[config.mk]
export PLATFORM = sky130hd
export DESIGN_NAME = aes_inv_cipher_iter
export DESIGN_NICKNAME = d
export VERILOG_FILES = /design/src/rtl/aes_dec_pkg.sv /design/src/rtl/aes_inv_round_comb.sv /design/src/rtl/aes_inv_cipher_iter.sv
export SDC_FILE = /design/constraint.sdc
export NUM_CORES = 2
export LEC_CHECK = 0
export ABC_CLOCK_PERIOD_IN_PS = 5850
export CELL_PAD_IN_SITES_DETAIL_PLACEMENT = 0
export CELL_PAD_IN_SITES_GLOBAL_PLACEMENT = 2
export CORE_MARGIN = 2
export CORE_UTILIZATION = 37
export CTS_BUF_LIST = sky130_fd_sc_hd__clkbuf_4
export CTS_CLUSTER_DIAMETER = 120
export DETAILED_ROUTE_END_ITERATION = 16
export PLACE_DENSITY = 0.85
export SLEW_MARGIN = 25
export SYNTH_ARGS = -nofsm -noshare
export SYNTH_HDL_FRONTEND = slang
export SYNTH_SLANG_ARGS = --single-unit
[constraint.sdc]
create_clock -name clk -period 5.85 [get_ports clk]
set_input_delay 0.585 -clock clk [delete_from_list [all_inputs] [get_ports clk]]
set_output_delay 0.585 -clock clk [all_outputs]
set_load 0.03 [all_outputs]
[src/rtl/aes_dec_pkg.sv]
// Shared types, constants and GF(2^8) helpers for the iterative AES inverse cipher.
package aes_dec_pkg;

    localparam int AES_BLK_W = 128;
    localparam int NR_128    = 10;
    localparam int NR_192    = 12;
    localparam int NR_256    = 14;

    typedef enum logic [1:0] {
        IDLE  = 2'd0,
        ROUND = 2'd1,
        DONE  = 2'd2
    } state_e;

    function automatic logic [7:0] xtime(input logic [7:0] b);
        return {b[6:0], 1'b0} ^ (b[7] ? 8'h1b : 8'h00);
    endfunction

    function automatic logic [7:0] gf_mul9(input logic [7:0] b);
        logic [7:0] x8;
        x8 = xtime(xtime(xtime(b)));
        return x8 ^ b;
    endfunction

    function automatic logic [7:0] gf_mul11(input logic [7:0] b);
        logic [7:0] x2, x8;
        x2 = xtime(b);
        x8 = xtime(xtime(x2));
        return x8 ^ x2 ^ b;
    endfunction

    function automatic logic [7:0] gf_mul13(input logic [7:0] b);
        logic [7:0] x4, x8;
        x4 = xtime(xtime(b));
        x8 = xtime(x4);
        return x8 ^ x4 ^ b;
    endfunction

    function automatic logic [7:0] gf_mul14(input logic [7:0] b);
        logic [7:0] x2, x4, x8;
        x2 = xtime(b);
        x4 = xtime(x2);
        x8 = xtime(x4);
        return x8 ^ x4 ^ x2;
    endfunction

endpackage

[src/rtl/aes_inv_round_comb.sv]
// One combinational AES inverse round: InvShiftRows, InvSubBytes, AddRoundKey, InvMixColumns
// (the column mix is skipped when last is set). Byte 0 sits in bits [127:120].
module aes_inv_round_comb
    import aes_dec_pkg::*;
(
    input  logic [AES_BLK_W-1:0] st_in,
    input  logic [AES_BLK_W-1:0] rk,
    input  logic                 last,
    output logic [AES_BLK_W-1:0] st_out
);

    localparam logic [7:0] INV_SBOX [256] = '{
        8'h52, 8'h09, 8'h6a, 8'hd5, 8'h30, 8'h36, 8'ha5, 8'h38, 8'hbf, 8'h40, 8'ha3, 8'h9e, 8'h81, 8'hf3, 8'hd7, 8'hfb,
        8'h7c, 8'he3, 8'h39, 8'h82, 8'h9b, 8'h2f, 8'hff, 8'h87, 8'h34, 8'h8e, 8'h43, 8'h44, 8'hc4, 8'hde, 8'he9, 8'hcb,
        8'h54, 8'h7b, 8'h94, 8'h32, 8'ha6, 8'hc2, 8'h23, 8'h3d, 8'hee, 8'h4c, 8'h95, 8'h0b, 8'h42, 8'hfa, 8'hc3, 8'h4e,
        8'h08, 8'h2e, 8'ha1, 8'h66, 8'h28, 8'hd9, 8'h24, 8'hb2, 8'h76, 8'h5b, 8'ha2, 8'h49, 8'h6d, 8'h8b, 8'hd1, 8'h25,
        8'h72, 8'hf8, 8'hf6, 8'h64, 8'h86, 8'h68, 8'h98, 8'h16, 8'hd4, 8'ha4, 8'h5c, 8'hcc, 8'h5d, 8'h65, 8'hb6, 8'h92,
        8'h6c, 8'h70, 8'h48, 8'h50, 8'hfd, 8'hed, 8'hb9, 8'hda, 8'h5e, 8'h15, 8'h46, 8'h57, 8'ha7, 8'h8d, 8'h9d, 8'h84,
        8'h90, 8'hd8, 8'hab, 8'h00, 8'h8c, 8'hbc, 8'hd3, 8'h0a, 8'hf7, 8'he4, 8'h58, 8'h05, 8'hb8, 8'hb3, 8'h45, 8'h06,
        8'hd0, 8'h2c, 8'h1e, 8'h8f, 8'hca, 8'h3f, 8'h0f, 8'h02, 8'hc1, 8'haf, 8'hbd, 8'h03, 8'h01, 8'h13, 8'h8a, 8'h6b,
        8'h3a, 8'h91, 8'h11, 8'h41, 8'h4f, 8'h67, 8'hdc, 8'hea, 8'h97, 8'hf2, 8'hcf, 8'hce, 8'hf0, 8'hb4, 8'he6, 8'h73,
        8'h96, 8'hac, 8'h74, 8'h22, 8'he7, 8'had, 8'h35, 8'h85, 8'he2, 8'hf9, 8'h37, 8'he8, 8'h1c, 8'h75, 8'hdf, 8'h6e,
        8'h47, 8'hf1, 8'h1a, 8'h71, 8'h1d, 8'h29, 8'hc5, 8'h89, 8'h6f, 8'hb7, 8'h62, 8'h0e, 8'haa, 8'h18, 8'hbe, 8'h1b,
        8'hfc, 8'h56, 8'h3e, 8'h4b, 8'hc6, 8'hd2, 8'h79, 8'h20, 8'h9a, 8'hdb, 8'hc0, 8'hfe, 8'h78, 8'hcd, 8'h5a, 8'hf4,
        8'h1f, 8'hdd, 8'ha8, 8'h33, 8'h88, 8'h07, 8'hc7, 8'h31, 8'hb1, 8'h12, 8'h10, 8'h59, 8'h27, 8'h80, 8'hec, 8'h5f,
        8'h60, 8'h51, 8'h7f, 8'ha9, 8'h19, 8'hb5, 8'h4a, 8'h0d, 8'h2d, 8'he5, 8'h7a, 8'h9f, 8'h93, 8'hc9, 8'h9c, 8'hef,
        8'ha0, 8'he0, 8'h3b, 8'h4d, 8'hae, 8'h2a, 8'hf5, 8'hb0, 8'hc8, 8'heb, 8'hbb, 8'h3c, 8'h83, 8'h53, 8'h99, 8'h61,
        8'h17, 8'h2b, 8'h04, 8'h7e, 8'hba, 8'h77, 8'hd6, 8'h26, 8'he1, 8'h69, 8'h14, 8'h63, 8'h55, 8'h21, 8'h0c, 8'h7d
    };

    logic [7:0] b_in  [16];
    logic [7:0] b_sr  [16];
    logic [7:0] b_ark [16];
    logic [7:0] b_out [16];

    // Byte index is 4*column + row; InvShiftRows rotates row r right by r columns.
    always_comb begin
        for (int i = 0; i < 16; i++) begin
            b_in[i] = st_in[127-8*i -: 8];
        end
        for (int c = 0; c < 4; c++) begin
            for (int r = 0; r < 4; r++) begin
                b_sr[4*c+r] = b_in[4*((c - r + 4) % 4) + r];
            end
        end
        for (int i = 0; i < 16; i++) begin
            b_ark[i] = INV_SBOX[b_sr[i]] ^ rk[127-8*i -: 8];
        end
        for (int c = 0; c < 4; c++) begin
            b_out[4*c+0] = gf_mul14(b_ark[4*c]) ^ gf_mul11(b_ark[4*c+1]) ^ gf_mul13(b_ark[4*c+2]) ^ gf_mul9(b_ark[4*c+3]);
            b_out[4*c+1] = gf_mul9(b_ark[4*c])  ^ gf_mul14(b_ark[4*c+1]) ^ gf_mul11(b_ark[4*c+2]) ^ gf_mul13(b_ark[4*c+3]);
            b_out[4*c+2] = gf_mul13(b_ark[4*c]) ^ gf_mul9(b_ark[4*c+1])  ^ gf_mul14(b_ark[4*c+2]) ^ gf_mul11(b_ark[4*c+3]);
            b_out[4*c+3] = gf_mul11(b_ark[4*c]) ^ gf_mul13(b_ark[4*c+1]) ^ gf_mul9(b_ark[4*c+2])  ^ gf_mul14(b_ark[4*c+3]);
        end
        for (int i = 0; i < 16; i++) begin
            st_out[127-8*i -: 8] = last ? b_ark[i] : b_out[i];
        end
    end

endmodule

[src/rtl/aes_inv_cipher_iter.sv]
// Iterative AES-128/192/256 inverse cipher, one round per clock, external round-key store.
// Optional macro AES_DEC_BYPASS_EN adds a bypass input that forwards the block untouched.
module aes_inv_cipher_iter
    import aes_dec_pkg::*;
#(
    parameter int NR  = 10,
    parameter int KIW = 4
) (
    input  logic                 clk,
    input  logic                 rst_n,
    input  logic                 in_valid,
    output logic                 in_ready,
    input  logic [AES_BLK_W-1:0] data_in,
    output logic [KIW-1:0]       key_idx,
    input  logic [AES_BLK_W-1:0] key_in,
    input  logic                 abort,
`ifdef AES_DEC_BYPASS_EN
    input  logic                 bypass,
`endif
    output logic                 out_valid,
    input  logic                 out_ready,
    output logic [AES_BLK_W-1:0] data_out
);

    if (!(NR == NR_128 || NR == NR_192 || NR == NR_256)) begin : g_nr_check
        $error("aes_inv_cipher_iter: NR must be 10, 12 or 14");
    end
    if ((1 << KIW) <= NR) begin : g_kiw_check
        $error("aes_inv_cipher_iter: KIW too narrow to address NR+1 round keys");
    end

    localparam logic [KIW-1:0] KIDX_INIT  = KIW'(NR);
    localparam logic [KIW-1:0] RCNT_FIRST = KIW'(NR - 1);

    state_e                state_q, state_d;
    logic [KIW-1:0]        rcnt_q, rcnt_d;
    logic [AES_BLK_W-1:0]  st_q, st_d;
    logic [AES_BLK_W-1:0]  round_out;
    logic                  bypass_sel;
    logic                  accept;

`ifdef AES_DEC_BYPASS_EN
    assign bypass_sel = bypass;
`else
    assign bypass_sel = 1'b0;
`endif

    assign accept = (state_q == IDLE) && in_valid && !abort;

    aes_inv_round_comb u_round (
        .st_in  (st_q),
        .rk     (key_in),
        .last   (rcnt_q == '0),
        .st_out (round_out)
    );

    // NOTE: non-blocking assignments so every flop samples pre-edge values.
    always_ff @(posedge clk or negedge rst_n) begin
        if (!rst_n) begin
            state_q <= IDLE;
            rcnt_q  <= '0;
            st_q    <= '0;
        end else begin
            state_q <= state_d;
            rcnt_q  <= rcnt_d;
            st_q    <= st_d;
        end
    end

    // NOTE: defaults first so no path through the case leaves a latch.
    always_comb begin
        state_d = state_q;
        unique case (state_q)
            IDLE:    if (accept) state_d = bypass_sel ? DONE : ROUND;
            ROUND:   if (abort) state_d = IDLE;
                     else if (rcnt_q == '0) state_d = DONE;
            DONE:    if (abort || out_ready) state_d = IDLE;
            default: state_d = IDLE;
        endcase
    end

    // key_in is only consumed on accepting or round edges, so an idle X cannot reach st.
    always_comb begin
        st_d   = st_q;
        rcnt_d = rcnt_q;
        unique case (state_q)
            IDLE: if (accept) begin
                st_d   = bypass_sel ? data_in : (data_in ^ key_in);
                rcnt_d = bypass_sel ? '0 : RCNT_FIRST;
            end
            ROUND: if (abort) begin
                st_d   = '0;
                rcnt_d = '0;
            end else begin
                st_d   = round_out;
                rcnt_d = (rcnt_q == '0) ? '0 : rcnt_q - 1'b1;
            end
            DONE: if (abort) begin
                st_d   = '0;
                rcnt_d = '0;
            end
            default: begin
                st_d   = '0;
                rcnt_d = '0;
            end
        endcase
    end

    always_comb begin
        in_ready  = 1'b0;
        out_valid = 1'b0;
        key_idx   = '0;
        unique case (state_q)
            IDLE:    begin
                in_ready = 1'b1;
                key_idx  = KIDX_INIT;
            end
            ROUND:   key_idx = rcnt_q;
            DONE:    out_valid = 1'b1;
            default: key_idx = '0;
        endcase
    end

    assign data_out = st_q;

endmodule

==> out/metrics.csv <==
metric,value,unit
maximum achievable frequency,171,MHz
Post-synth EDFFs,0,
class of the tightest hold or removal check,primary input to asynchronous set/reset pin,
flop and latch count out of synthesis,134,
Yosys warning count,0,
Synth area leaders,"sky130_fd_sc_hd__xnor2_1 (8.0%), sky130_fd_sc_hd__mux4_2 (6.1%), sky130_fd_sc_hd__a21oi_1 (5.2%), sky130_fd_sc_hd__ha_1 (5.0%), sky130_fd_sc_hd__dfrtp_1 (4.6%)",
sort of element at the start of the critical path,flop,
total die area,202000,um^2
Critical Path Start,data_out[48],
final count of hold timing violations,0,
failing checks,setup timing,
post-synthesis net count,10760,
top cell type by total area after synthesis,sky130_fd_sc_hd__xnor2_1,
pin count of the biggest net entering global routing,142,
max_cap viols,0,
layout filler cell count,20685,
global-route wire length before repair,643000,um
number of non-filler instances in the completed layout,12851,
flop-to-flop setup slack,-7,ps
routed vias,91779,
fraction of synthesized cell area taken by the top area cell type,7.96,%
worst-margin pin slew,1130,ps
count of pins over their slew limit,0,
initial drt markers,15899,
DR DRC count,0,
Max-Slew Margin vs Limit,24.7,%
run status,finished with violations,
Via density,7.14,
total grt overflow,0,
total wire length after detailed routing,449000,um
number of input and output port buffers inserted,394,
worst-path maximum fanout,29,
number of cells on the worst reg-to-reg path,15,
Die Y,449,um
post-DR wirelength/cell,35.0,um
setup repair after global routing missed its margin,no,
Placed Cells,12798,
Synth Instances,10204,
total core area,197000,um^2
Place WS,292,ps
flip-flop cell with the highest count after synthesis,sky130_fd_sc_hd__dfrtp_1,
effective utilization at floorplan,37.2,%
number of levels in the clock H-tree,4,
Clock Tree Buf Depth,2,
fraction of registers with async set or reset after synthesis,100,%
endpoint of the worst register-to-register path,data_out[25],
endpoint arrival time on the critical path,6590,ps
total number of nets in the final design,10735,
classification of the worst setup path,flop to flop,
start of the worst register-to-register path,data_out[48],
antenna-violating nets left,0,
vias in the first global route,85165,
iteration count of the initial detailed-routing pass,9,
GRT Total Usage,42.2,%
synthesized area per cell,7.19,um^2
half-perimeter wire length after detailed placement,333000,um
number of endpoints failing setup at the final stage,1,
area delta synth->final,11.2,%
Required @ worst endpoint,6590,ps
total I/O pin count,395,
worst clock skew,61.3,ps
Worst-Skew Late Latency,900,ps
"most common cell after layout, fill and taps aside",sky130_fd_sc_hd__a21oi_1,
routability congestion estimate from global placement,1.06,
Sinks on Clock Net,134,
crit path time final,5860,ps
clock tree from TritonCTS,built,
Root Driver,sky130_fd_sc_hd__clkbuf_4,
mapped cell area,73400,um^2
Final period util,100,%
utilization after layout,41.4,%
share of layout cells above drive strength 1,13.8,%
TritonCTS buffer count,17,
highest-count cells in the layout ignoring fill and taps,"sky130_fd_sc_hd__a21oi_1 (757), sky130_fd_sc_hd__buf_4 (722), sky130_fd_sc_hd__nand2_1 (686), sky130_fd_sc_hd__xnor2_1 (666), sky130_fd_sc_hd__nor2_1 (649)",
worst path setup slack after routing,-7.34,ps
placement row count,163,
initial antenna violation count,26,
share of synthesized area occupied by flip-flops and latches,4.57,%
Die Width,449,um
Setup crit end,data_out[25],
post-CTS clock slew at the launch and capture registers of the worst setup and hold paths,190,ps
number of distinct library cells after synthesis,129,
# Post-CTS Setup Buffers,0,
CP Capture Type,flop,
==> layer usage <==
layer,track usage (%),vias to the layer above,share of wire (%),wire [um]
met5,0,-,0.014,63
met4,27.0,10,7.9,35500
met3,8.66,1479,11,49700
met2,64.1,7414,43,194000
met1,54.1,44358,38,170000
li1,-,38518,-,-
==> cell type report <==
cell class / count / area, um^2 / area share (%)
inverters: 202 / 758 / 0.929
clock inverters: 15 / 179 / 0.219
diodes: 19 / 47.5 / 0.0582
clock buffers: 17 / 128 / 0.156
flip-flops and latches: 134 / 3500 / 4.28
well taps: 2640 / 3300 / 4.05
multi-input cells: 8670 / 63600 / 77.9
repair buffers: 1154 / 10100 / 12.4
==> worst min path at each step <==
stage / cells past startpoint / from / end
final: 2 / rst_n / data_out[8]
after detailed placement: 1 / rcnt_q[2] / rcnt_q[2]
after floorplan: 0 / rst_n / data_out[0]
after CTS: 2 / rst_n / data_out[9]
after global routing: 2 / rst_n / data_out[8]
after global placement: 1 / rcnt_q[2] / rcnt_q[2]
==> cell families after synthesis <==
family	share of synthesized area (%)
multiplexers	9.04
adder cells (fa/ha/maj)	5.03
AO/OA/AOI/OAI	35.7
AND/OR/NAND/NOR	21.8
buffers and inverters	8.89
XOR/XNOR	15.0
flip-flops	4.57
==> worst max-delay path, cell delays in order (launching register included) <==
cell and delay, ps:
sky130_fd_sc_hd__dfrtp_1 370, sky130_fd_sc_hd__buf_4 390, sky130_fd_sc_hd__ha_1 730, sky130_fd_sc_hd__inv_1 260, sky130_fd_sc_hd__mux4_2 520, sky130_fd_sc_hd__a211oi_1 270
sky130_fd_sc_hd__o211ai_1 180, sky130_fd_sc_hd__a32oi_1 540, sky130_fd_sc_hd__xor2_1 300, sky130_fd_sc_hd__xnor2_1 460, sky130_fd_sc_hd__xor2_1 200, sky130_fd_sc_hd__xnor3_1 310
sky130_fd_sc_hd__xnor2_1 170, sky130_fd_sc_hd__a211oi_1 700, sky130_fd_sc_hd__buf_4 260, sky130_fd_sc_hd__a21oi_1 50
==> registers in the layout, indices dropped and copies added (netlist names) <==
register  count
data_out    128
rcnt_q        4
state_q       2
==> Yosys cell counts (126+ instances only) <==
library cell and number:
sky130_fd_sc_hd__a21oi_1 757, sky130_fd_sc_hd__buf_2 378, sky130_fd_sc_hd__dfrtp_1 134, sky130_fd_sc_hd__o211ai_1 197
sky130_fd_sc_hd__inv_1 169, sky130_fd_sc_hd__mux4_2 200, sky130_fd_sc_hd__ha_1 295, sky130_fd_sc_hd__nor3_1 285
sky130_fd_sc_hd__o311ai_0 143, sky130_fd_sc_hd__a31oi_1 200, sky130_fd_sc_hd__clkbuf_1 581, sky130_fd_sc_hd__mux2i_1 145
sky130_fd_sc_hd__a311oi_1 185, sky130_fd_sc_hd__nor2_1 653, sky130_fd_sc_hd__xnor2_1 667, sky130_fd_sc_hd__nand3_1 274
sky130_fd_sc_hd__xor2_1 287, sky130_fd_sc_hd__nand2_1 689, sky130_fd_sc_hd__o21ai_0 646, sky130_fd_sc_hd__a221oi_1 126
sky130_fd_sc_hd__o221ai_1 131, sky130_fd_sc_hd__nor2b_1 302, sky130_fd_sc_hd__nand2b_1 352, sky130_fd_sc_hd__a211oi_1 208
==> what timing repair did <==
item,in CTS,in global routing
gates resized for setup,0,2
setup endpoints to repair,0,2
hold buffers,1,0
hold endpoints to repair,41,0
==> per-stage QoR <==
| step | instance area [um^2] | hold WS (ps) | setup TNS, ps |
|---|---|---|---|
| after floorplan | 73400 | 289 | 0 |
| after global placement | 81200 | 550 | 0 |
| after detailed placement | 81300 | 555 | 0 |
| after CTS | 81600 | 166 | 0 |
| after global routing | 81700 | 202 | 0 |
| final | 81700 | 247 | -7.34 |
Power is left out: the tool's default activity adds up to more than one toggle a clock period on the data nets, which glitch-free logic cannot reach.
